File: config.mk
export PLATFORM = sky130hd
export DESIGN_NAME = monitor_comparador
export DESIGN_NICKNAME = d
export VERILOG_FILES = /design/src/rtl/monitor_comparador.sv
export SDC_FILE = /design/constraint.sdc
export NUM_CORES = 1
export LEC_CHECK = 0
export BUFFER_PORTS_ARGS = -buffer_cell sky130_fd_sc_hd__buf_2
export CAP_MARGIN = 30
export CELL_PAD_IN_SITES_DETAIL_PLACEMENT = 1
export CELL_PAD_IN_SITES_GLOBAL_PLACEMENT = 1
export CORE_UTILIZATION = 45
export CTS_CLUSTER_SIZE = 30
export DETAILED_ROUTE_END_ITERATION = 10
export GPL_TIMING_DRIVEN = 0
export PLACE_DENSITY = 0.91
export SLEW_MARGIN = 20
export SYNTH_ARGS = -nofsm -noshare
export SYNTH_HDL_FRONTEND = slang
export SYNTH_SLANG_ARGS = --single-unit
File: constraint.sdc
create_clock -name clk -period 5.1 [get_ports clk]
set_input_delay 0.51 -clock clk [delete_from_list [all_inputs] [get_ports clk]]
set_output_delay 0.51 -clock clk [all_outputs]
set_load 0.005 [all_outputs]
File: src/rtl/monitor_comparador.sv
// monitor_comparador: windowed match counter with a sticky alarm for consecutive matches
module monitor_comparador #(
  parameter int WINDOW = 16,
  parameter int PERSIST = 3,
  localparam int CW = $clog2(WINDOW + 1)
) (
  input  logic          clk,
  input  logic          rst,
  input  logic          en,
  input  logic          Q,
  input  logic          clear,
  output logic [CW-1:0] count,
  output logic          count_valid,
  output logic [CW-1:0] run_len,
  output logic          alarm,
  output logic          busy
);
  typedef enum logic [1:0] {IDLE, ACCUM, REPORT} state_t;
  state_t state_q, state_d;
  logic [CW-1:0] idx_q, idx_d, acc_q, acc_d, count_q, count_d, run_q, run_d;
  logic alarm_q, alarm_d;
  always_comb begin
    state_d = state_q;
    idx_d = idx_q;
    acc_d = acc_q;
    count_d = count_q;
    run_d = run_q;
    alarm_d = alarm_q;
    if (clear) begin
      state_d = IDLE;
      idx_d = '0;
      acc_d = '0;
      run_d = '0;
      alarm_d = 1'b0;
    end else if (en) begin
      run_d = !Q ? '0 : run_q == CW'(PERSIST) ? run_q : run_q + 1'b1;
      alarm_d = alarm_q | (run_d == CW'(PERSIST));
      if (state_q == ACCUM && idx_q == CW'(WINDOW - 1)) begin
        state_d = REPORT;
        count_d = acc_q + CW'(Q);
        idx_d = '0;
        acc_d = '0;
      end else if (state_q == ACCUM) begin
        idx_d = idx_q + 1'b1;
        acc_d = acc_q + CW'(Q);
      end else begin
        // a strobe in IDLE or REPORT opens a fresh window with this sample
        state_d = ACCUM;
        idx_d = CW'(1);
        acc_d = CW'(Q);
      end
    end else if (state_q == REPORT) begin
      state_d = IDLE;
    end
  end
  always_ff @(posedge clk or posedge rst) begin
    if (rst) begin
      state_q <= IDLE;
      idx_q <= '0;
      acc_q <= '0;
      count_q <= '0;
      run_q <= '0;
      alarm_q <= 1'b0;
    end else begin
      state_q <= state_d;
      idx_q <= idx_d;
      acc_q <= acc_d;
      count_q <= count_d;
      run_q <= run_d;
      alarm_q <= alarm_d;
    end
  end
  assign count = count_q;
  assign count_valid = state_q == REPORT;
  assign run_len = run_q;
  assign alarm = alarm_q;
  assign busy = state_q == ACCUM;
endmodule
# Word-level counts from Yosys, hierarchy flattened

Cells that the tools add are included.

ROM bits: 0
Latch bits: 0
Output and inout port bits: 13
Input port bits: 5
Memory bits (writable): 0
Register bits: 23
Word-level logic and storage cells: 41
Memories kept: 0

Multiplexer cells: 19
$mul: 0
Shifts and indexed selects: 0
Reductions and logical operators: 5
Eq/ne operators: 6
$add $sub $neg: 3
Bitwise gates (word level): 2
Magnitude comparators: 0
Div/mod/pow operators: 0

Operators by type and width:

| operator                                                                | number |
|---|---|
| 5-bit two-way mux                                                       | 12 |
| 5-bit by 1-bit adder with 5-bit output, second input constant           | 2 |
| 5-bit by 2-bit == test with 1-bit output, second input constant         | 2 |
| 2-bit two-way mux                                                       | 5 |
| 5-bit by 1-bit adder with 5-bit output                                  | 1 |
| 5-bit by 4-bit == test with 1-bit output, second input constant         | 1 |
| 4-bit by 3-bit inequality test with 1-bit output, second input constant | 1 |
| 3-bit AND reduction                                                     | 1 |
| 3-bit nonzero test                                                      | 1 |
| 2-bit by 1-bit == test with 1-bit output, second input constant         | 1 |
| 2-bit == test, second input constant                                    | 1 |
| 1-bit two-way mux                                                       | 2 |
| 2-bit AND reduction                                                     | 1 |
| 2-bit nonzero test                                                      | 1 |
| 1-bit logical AND                                                       | 1 |
| 1-bit inverter                                                          | 1 |
| 1-bit OR                                                                | 1 |

# Longest topological paths before layout

Gate-level depths: netlist of run 1.

Depth after elaboration: 7
Depth in mapped cells: 7
Mapped depth without buffers: 7

# Least setup slack after synthesis of run 1

OpenSTA, ideal clock, no wires.

Path kind: flip-flop to flip-flop
Start: reg idx_q[0]
End: reg acc_q[3]
Required time: 5.017 ns
Path slack: 3.475 ns
Path buffers: 0
Clock period less this slack: 1.625 ns
Stages on the path, launching flop included: 8
Setup time: 0.083 ns
Arrival time: 1.543 ns
Cells stage by stage: dfrtp_1 > ha_1 > and3_1 > ha_1 > inv_1 > nand2_2 > or3_1 > o21ai_0

Longest elaborated chain between the ends: 5

Ends and longest elaborated chain:

| what                                     | line | source |
|---|---|---|
| from (decl)                              | 20   | `logic [CW-1:0] idx_q, idx_d, acc_q, acc_d, count_q, count_d, run_q, run_d;` |
| from (signal assigned)                   | 66   | `idx_q <= idx_d;` |
| 5-bit by 4-bit == test with 1-bit output | 38   | `if (state_q == ACCUM && idx_q == CW'(WINDOW - 1)) begin` |
| 1-bit logical AND                        | 38   |  |
| 5-bit two-way mux                        | 38   |  |
| 5-bit two-way mux                        | 35   | `end else if (en) begin` |
| 5-bit two-way mux                        | 29   | `if (clear) begin` |
| to (signal assigned)                     | 60   | `acc_q <= '0;` |
| to (signal assigned)                     | 67   | `acc_q <= acc_d;` |
| to (decl)                                | 20   |  |

Every way passes these cells. The select of a mux whose other input is x is not followed.
A chain may end at the register's enable or synchronous reset.

# Worst setup path in the final report of run 1

Start: reg run_q[0], in the netlist run_len[0]
End: reg alarm_q, in the netlist alarm

Longest elaborated chain between the ends: 7
Elaborated cells on any way between the ends: 8
Classes of those cells: 1 x add/sub; 2 x eq/ne; 4 x mux; 1 x bitwise

Ends and longest elaborated chain:

| what                                                                                               | line | source |
|---|---|---|
| from (decl)                                                                                        | 20   |  |
| from (signal assigned)                                                                             | 69   | `run_q <= run_d;` |
| 5-bit by 1-bit adder with 5-bit output or 5-bit by 2-bit == test with 1-bit output (tied branches) | 36   | `run_d = !Q ? '0 : run_q == CW'(PERSIST) ? run_q : run_q + 1'b1;` |
| 5-bit two-way mux (*) (2 in series)                                                                | 36   |  |
| 5-bit by 2-bit == test with 1-bit output (*)                                                       | 37   | `alarm_d = alarm_q \| (run_d == CW'(PERSIST));` |
| 1-bit OR (*)                                                                                       | 37   |  |
| 1-bit two-way mux (*)                                                                              | 35   |  |
| 1-bit two-way mux (*)                                                                              | 29   |  |
| to (signal assigned)                                                                               | 70   | `alarm_q <= alarm_d;` |
| to (decl)                                                                                          | 21   | `logic alarm_q, alarm_d;` |

Mark *: on every way between the ends. The rest lies on a longest branch, timed or not. The select of a mux whose other input is x is not followed.

==> results.md, run 1 <==
* Status: finished, final reports clean
* CP Data Required Time at about 5.4 ns
* Critical Path AT at ~2.2 ns
* Setup TNS Final at 0 ns
* Peak Freq at ~530 MHz
* Ant. Diodes at 0
* Row count at 18
* Grt ovf at 0
* Num CTS Buffers at 3
* Combinational power share at 0.098
* DR iter-0 viols at 12
* Port bufs at 17
* Detail-routed via count per cell at around 5.7
* Final critical-path share of the clock period at 0.368
* CTS tree: done
* Avg Synthesized Cell Area at a little under 10 µm²
* Post-CTS Resized at 0
* Post-Syn Area at approximately 1200 µm²
* Leak at 0.696 nW
* RSZ-0062 raised after global routing: false
* Internal at 0.226 mW
* Vias in the first global route at 1,057
* RePlAce Congestion at a little under 0.8
* Register area at roughly 580 µm²
* Multi-input logic area at 604 µm²
* Final Max Tran Viols at 0
* Clock sink count at 23
* Flop-to-flop setup slack at about 3.2 ns
* Number of hold violations in the final report at 0
* Vias at slightly above 1k
* Psw at a little over 0.08 mW
* Post-synth top area cell: dfrtp_1
* Unique masters post-synth at 35
* Clk_lat worst skew at 0.33 ns
* Post-CTS Repair Setup Buffers at 0
* Initial Utilization at 0.483
* Post-synthesis sequential area ratio at 0.472
* WS Path Type: reg2reg
* CTS H-tree lvls at 1
* Nature of the critical path endpoint: flip-flop
* Clock slew at reported path FFs at 0.13 ns
* Worst ir drop on vdd at about 0.00015 V
* Drt drc at 0
* DP HPWL at approximately 2.2 mm
* Max clock buf depth at 2
* # IOs at 18
* Post-DR wirelength/cell at 17.0 µm
* Relative slew slack at 0.647
* Fin nets at 158
* Hold_ws at approximately 0.17 ns
* Power Dens Cells at roughly 220 nW/µm²
* Drt first pass iters at 4
* Die Wd at 54.0 µm
* Synth top area cells: dfrtp_1 47%, ha_1 5.1%, o21ai_0 4.9%
* Pin count of the biggest net entering global routing at 24
* Synth Instances at roughly 130
* Worst Clk Skew at 0.00387 ns
* CTS Root Cell: clkbuf_4
* Die area at a little under 3000 µm²
* Layout cells sized above 1 at 0.197
* Top cell type's share of synthesized area at 0.472
* DRT antenna net count at 0
* Clk pwr share at 0.291
* Die height at 54.0 µm
* Final setup violation count at 0
* Switching share of power at 0.269
* First-pass GRT wire length at just under 5 mm
* Layout area overhead at 13.6%
* Worst slew pin tran at 0.528 ns
* Total GRT Usage at 0.238
* WL final at about 3.0 mm
* Initial antenna violation count at 0
* Filler cell count at between 300 and 400
* Maxcap violations at 0
* Sequential Power Share at 0.612
* Setup crit start kind: flip-flop
* HP Class: in2async
* Min Clock Period, post-route at 1.88 ns
* Core ar. at about 2500 µm²
* Synth warn at 0
* Flops & latches, synth at 23
* Synth Net Count at between 100 and 150
* Post-CTS Hold Fix Bufs at 0
* Critical Path Fanout Max at 6
==> routing by layer <==
layer	vias to the layer above	wire length [µm]	share of wire	GRT usage
met2	16	1580	0.52	0.418
met3	5	81	0.027	0.0367
met4	0	51	0.017	0.124
li1	490	-	-	-
met5	-	0	0	0
met1	506	1300	0.43	0.276
==> final timing paths <==
kind	start	end	cells past startpoint
max	run_len[0]	alarm	5
max reg2reg	run_len[0]	alarm	5
max in group asynchronous	rst	idx_q[0]	3
min	rst	acc_q[4]	2
min in group clk	alarm	alarm	1
min reg2reg	alarm	alarm	1
==> per-stage QoR <==
step           total power, mW  instances  setup slack, ns  utilization  cell area, µm²
2_1_floorplan            0.210        125             3.47            -            1220
3_3_place_gp             0.219        172             3.32        0.532            1340
3_5_place_dp             0.221        172             3.27        0.532            1340
4_1_cts                  0.309        176             3.22        0.543            1370
5_1_grt                  0.318        177             3.01        0.549            1380
6_report                 0.309        177             3.22        0.549            1380
==> power by group through the flow <==
stage          sequential [mW]  combinational [mW]  clock, mW
6_report                 0.189              0.0301     0.0897
5_1_grt                  0.189              0.0342     0.0948
4_1_cts                  0.189              0.0292     0.0907
3_5_place_dp             0.192              0.0287          0
3_3_place_gp             0.192              0.0268          0
2_1_floorplan            0.191              0.0182          0
==> final cells by class <==
cell class	count	area share
Buffer	2	0.00633
Clock buffer	3	0.0163
Clock inverter	1	0.00362
Inverter	8	0.0217
Multi-Input combinational cell	92	0.437
Sequential cell	23	0.416
Tap cell	30	0.0271
Timing Repair Buffer	18	0.0723
==> cell families after synthesis <==
| kind of cell | count (synthesis) | share of synthesized area |
|---|---|---|
| AO/OA/AOI/OAI | 32 | 0.161 |
| XOR/XNOR | 4 | 0.0288 |
| adder cells (fa/ha/maj) | 5 | 0.0513 |
| buffers and inverters | 10 | 0.0318 |
| flip-flops | 23 | 0.472 |
| multiplexers | 4 | 0.0359 |
| AND/OR/NAND/NOR | 47 | 0.219 |
==> critical path, cell delays in order (launching register included) <==
cell and delay [ns]:
dfrtp_1 0.49, ha_1 0.32, nor4b_4 0.30, xor2_1 0.12, nor4_1 0.36, a32o_1 0.23
==> sequential cells by signal, indices dropped and copies added (netlist names) <==
register	count
alarm	1
idx_q	5
state_q	2
count	5
acc_q	5
run_len	5
==> cells in the final DEF, fill, tap and decap left out, types with 2 or more instances in the layout <==
cell type and instances:
o22ai_1 2, a21o_1 3, a21oi_1 8, dfrtp_1 23
o21ai_0 12, ha_1 5, xor2_1 2, and3_1 4
buf_2 18, mux2_2 3, xnor2_1 2, a22o_1 2
nor3b_1 4, nand3_1 4, clkbuf_4 3, nand2_1 14
nor2_1 7, and2_1 2, nand3b_1 2, inv_1 8
nor2b_1 2
==> synthesized netlist by cell type (all sizes together) <==
| library cell | instances |
|---|---|
| a21oi | 8 |
| inv | 8 |
| o211ai | 1 |
| or3 | 1 |
| nor2 | 7 |
| o22ai | 2 |
| nor4b | 1 |
| ha | 5 |
| nand2b | 1 |
| nor2b | 2 |
| a2111o | 1 |
| nor3 | 1 |
| buf | 1 |
| a32o | 1 |
| nand3 | 4 |
| o31ai | 1 |
| nand4 | 1 |
| a211oi | 1 |
| mux2i | 1 |
| nand3b | 2 |
| o21ai | 12 |
| nor4 | 1 |
| xor2 | 2 |
| clkbuf | 1 |
| nor3b | 4 |
| a21o | 3 |
| a22o | 2 |
| and4bb | 1 |
| xnor2 | 2 |
| and3 | 4 |
| mux2 | 3 |
| nand2 | 15 |
| dfrtp | 23 |
| and2 | 2 |
No activity file was read; power rests on OpenSTA's default activity.
==> run 2, diff against run 1 <==
--- a/config.mk
+++ b/config.mk
@@ -9,11 +9,11 @@
 export CAP_MARGIN = 30
 export CELL_PAD_IN_SITES_DETAIL_PLACEMENT = 1
 export CELL_PAD_IN_SITES_GLOBAL_PLACEMENT = 1
-export CORE_UTILIZATION = 45
+export CORE_UTILIZATION = 42
 export CTS_CLUSTER_SIZE = 30
 export DETAILED_ROUTE_END_ITERATION = 10
 export GPL_TIMING_DRIVEN = 0
-export PLACE_DENSITY = 0.91
+export PLACE_DENSITY = 0.86
 export SLEW_MARGIN = 20
 export SYNTH_ARGS = -nofsm -noshare
 export SYNTH_HDL_FRONTEND = slang
==> constraint.sdc (replaced) <==
create_clock -name clk -period 1.95 [get_ports clk]
set_input_delay 0.195 -clock clk [delete_from_list [all_inputs] [get_ports clk]]
set_output_delay 0.195 -clock clk [all_outputs]
set_load 0.005 [all_outputs]
==> run 2 against run 1 <==
  * Count of clock-buffer cells in the layout did not move
  * Clock power rose to 2.7 times the previous value
  * Cell area grew 1.4%
  * Worst hold slack improved by 0.081 ns
  * Cell count rose by 1.1%
  * Total power increased to 2.6 times the previous value
  * Sequential power increased to 2.6 times the previous value
  * Sequential share of layout area shrank 0.59 points
  * Critical path depth grew 2
  * Non-clock buffer count up 1
==> results.md, run 2 (same netlist as run 1, synthesis figures left out) <==
* Drt first pass iters at 4 (unchanged)
* Fin nets at 159 (+0.63%)
* Layout cells sized above 1 at 0.209 (+0.0122)
* Vias at 990 (-2.7%)
* Relative slew slack at 0.639 (-0.00785)
* Initial antenna violation count at 0 (unchanged)
* Detail-routed via count per cell at 5.53 (-3.7%)
* Drt drc at 0 (unchanged)
* DP HPWL at 1.99 mm (-10%)
* # IOs at 18 (unchanged)
* Die Wd at 55.9 µm (+3.4%)
* WS Path Type: reg2reg
* Grt ovf at 0 (unchanged)
* DRT antenna net count at 0 (unchanged)
* Worst Clk Skew at 0.00822 ns (+0.00435 ns)
* Ant. Diodes at 0 (unchanged)
* Setup crit start kind: flip-flop
* Worst slew pin tran at 0.540 ns (+0.0117 ns)
* Clock slew at reported path FFs at 0.14 ns (about the same)
* Layout area overhead at 15.2%
* Nature of the critical path endpoint: flip-flop
* RePlAce Congestion at 0.816 (+2.8%)
* Port bufs at 17 (unchanged)
* CTS tree: done
* Final setup violation count at 0 (unchanged)
* Hold_ws at 0.253 ns (+0.0814 ns)
* Leak at 0.697 nW (+0.20%)
* Worst ir drop on vdd at 0.000396 V (+160%)
* Die area at 3120 µm² (+6.9%)
* RSZ-0062 raised after global routing: false
* Min Clock Period, post-route at 1.81 ns (-0.0638 ns)
* Maxcap violations at 0 (unchanged)
* Pin count of the biggest net entering global routing at 24 (unchanged)
* HP Class: in2reg
* Post-DR wirelength/cell at 15.1 µm (-11%)
* Final Max Tran Viols at 0 (unchanged)
* Critical Path AT at 2.07 ns (-0.08 ns)
* Critical Path Fanout Max at 8 (+2)
* Peak Freq at 551 MHz (+3.5%)
* First-pass GRT wire length at 4.65 mm (-4.3%)
* CP Data Required Time at 2.21 ns (-3.16 ns)
* Most frequent cells in the layout: 23 x dfrtp_1, 18 x buf_2, 14 x nand2_1
* Initial Utilization at 0.442 (-0.0412)
* Final critical-path share of the clock period at 0.931 (+0.562)
* Status: finished, final reports clean
* Core ar. at 2760 µm² (+9.3%)
* Most common cell after layout, fill and taps aside: dfrtp_1
* Clock sink count at 23 (unchanged)
* Power Dens Cells at 577 nW/µm² (+160%)
* CTS H-tree lvls at 1 (unchanged)
* Num CTS Buffers at 3 (unchanged)
* Filler cell count at 334 (+11%)
* Max clock buf depth at 2 (unchanged)
* Die height at 55.9 µm (+3.4%)
* Vias in the first global route at 1,052 (-0.47%)
* Row count at 19 (+1)
* WL final at 2.71 mm (-10%)
* Number of hold violations in the final report at 0 (unchanged)
* Clk_lat worst skew at 0.32 ns (about the same)
* Total GRT Usage at 0.189 (-0.0484)
* CTS Root Cell: clkbuf_4
* Setup TNS Final at 0 ns (unchanged)
* DR iter-0 viols at 11 (-1)
## run 2: final timing paths
check	cells past startpoint	endpoint	slack, ns	start
max	7	acc_q[3]	0.14	idx_q[0]
min	3	run_len[0]	0.25	clear
max reg2reg	7	acc_q[3]	0.14	idx_q[0]
min reg2reg	1	idx_q[3]	0.50	idx_q[3]
max in group asynchronous	4	state_q[1]	1.27	rst
min in group asynchronous	3	count[4]	0.29	rst
## run 2: layout make-up
type,instances,area [µm²],area share
clock inverters,1,7.51,0.00535
clock buffers,3,22.5,0.0160
flip-flops and latches,23,576,0.410
plain buffers,2,8.76,0.00624
well taps,31,38.8,0.0276
repair buffers,19,110,0.0784
inverters,8,30.0,0.0214
multi-input cells,92,611,0.435
## run 2: timing repair
action	4_1_cts	5_1_grt
hold buffers	0	1
endpoints found under the hold margin	0	4
gates resized for setup	0	2
buffers inserted	0	0
setup endpoints to repair	0	2
## run 2: stage by stage
step,utilization,cells,cell area [µm²],setup WS [ns],total power [mW]
floorplan,-,125,1220,0.325,0.548
global placement,0.487,173,1340,0.185,0.572
detailed placement,0.487,173,1340,0.104,0.575
CTS,0.498,177,1370,0.0633,0.813
global route,0.509,179,1400,0.0153,0.844
finish,0.509,179,1400,0.135,0.810
## run 2: report_power, final
part / leakage (nW) / total, mW / internal [mW] / switching, mW
Combinational: 0.366 / 0.0780 / 0.0303 / 0.0477
Clock: 0.0139 / 0.238 / 0.0784 / 0.160
Sequential: 0.317 / 0.493 / 0.485 / 0.00875
Total: 0.697 / 0.810 / 0.593 / 0.216
## run 2: routing by layer
layer | GRT usage | wire length (µm) | vias up | part of all wire
met3 | 0.0279 | 70 | 5 | 0.026
met1 | 0.249 | 1300 | 473 | 0.48
li1 | - | - | 493 | -
met5 | 0 | 0 | - | 0
met4 | 0.0523 | 33 | 0 | 0.012
met2 | 0.327 | 1300 | 19 | 0.48
## run 2: critical path: stages (launching register included)
cell and delay (ns):
dfrtp_1 0.44, ha_1 0.24, and3_1 0.20, ha_1 0.22
inv_2 0.10, nand2_2 0.11, or3_1 0.35, o21ai_0 0.08
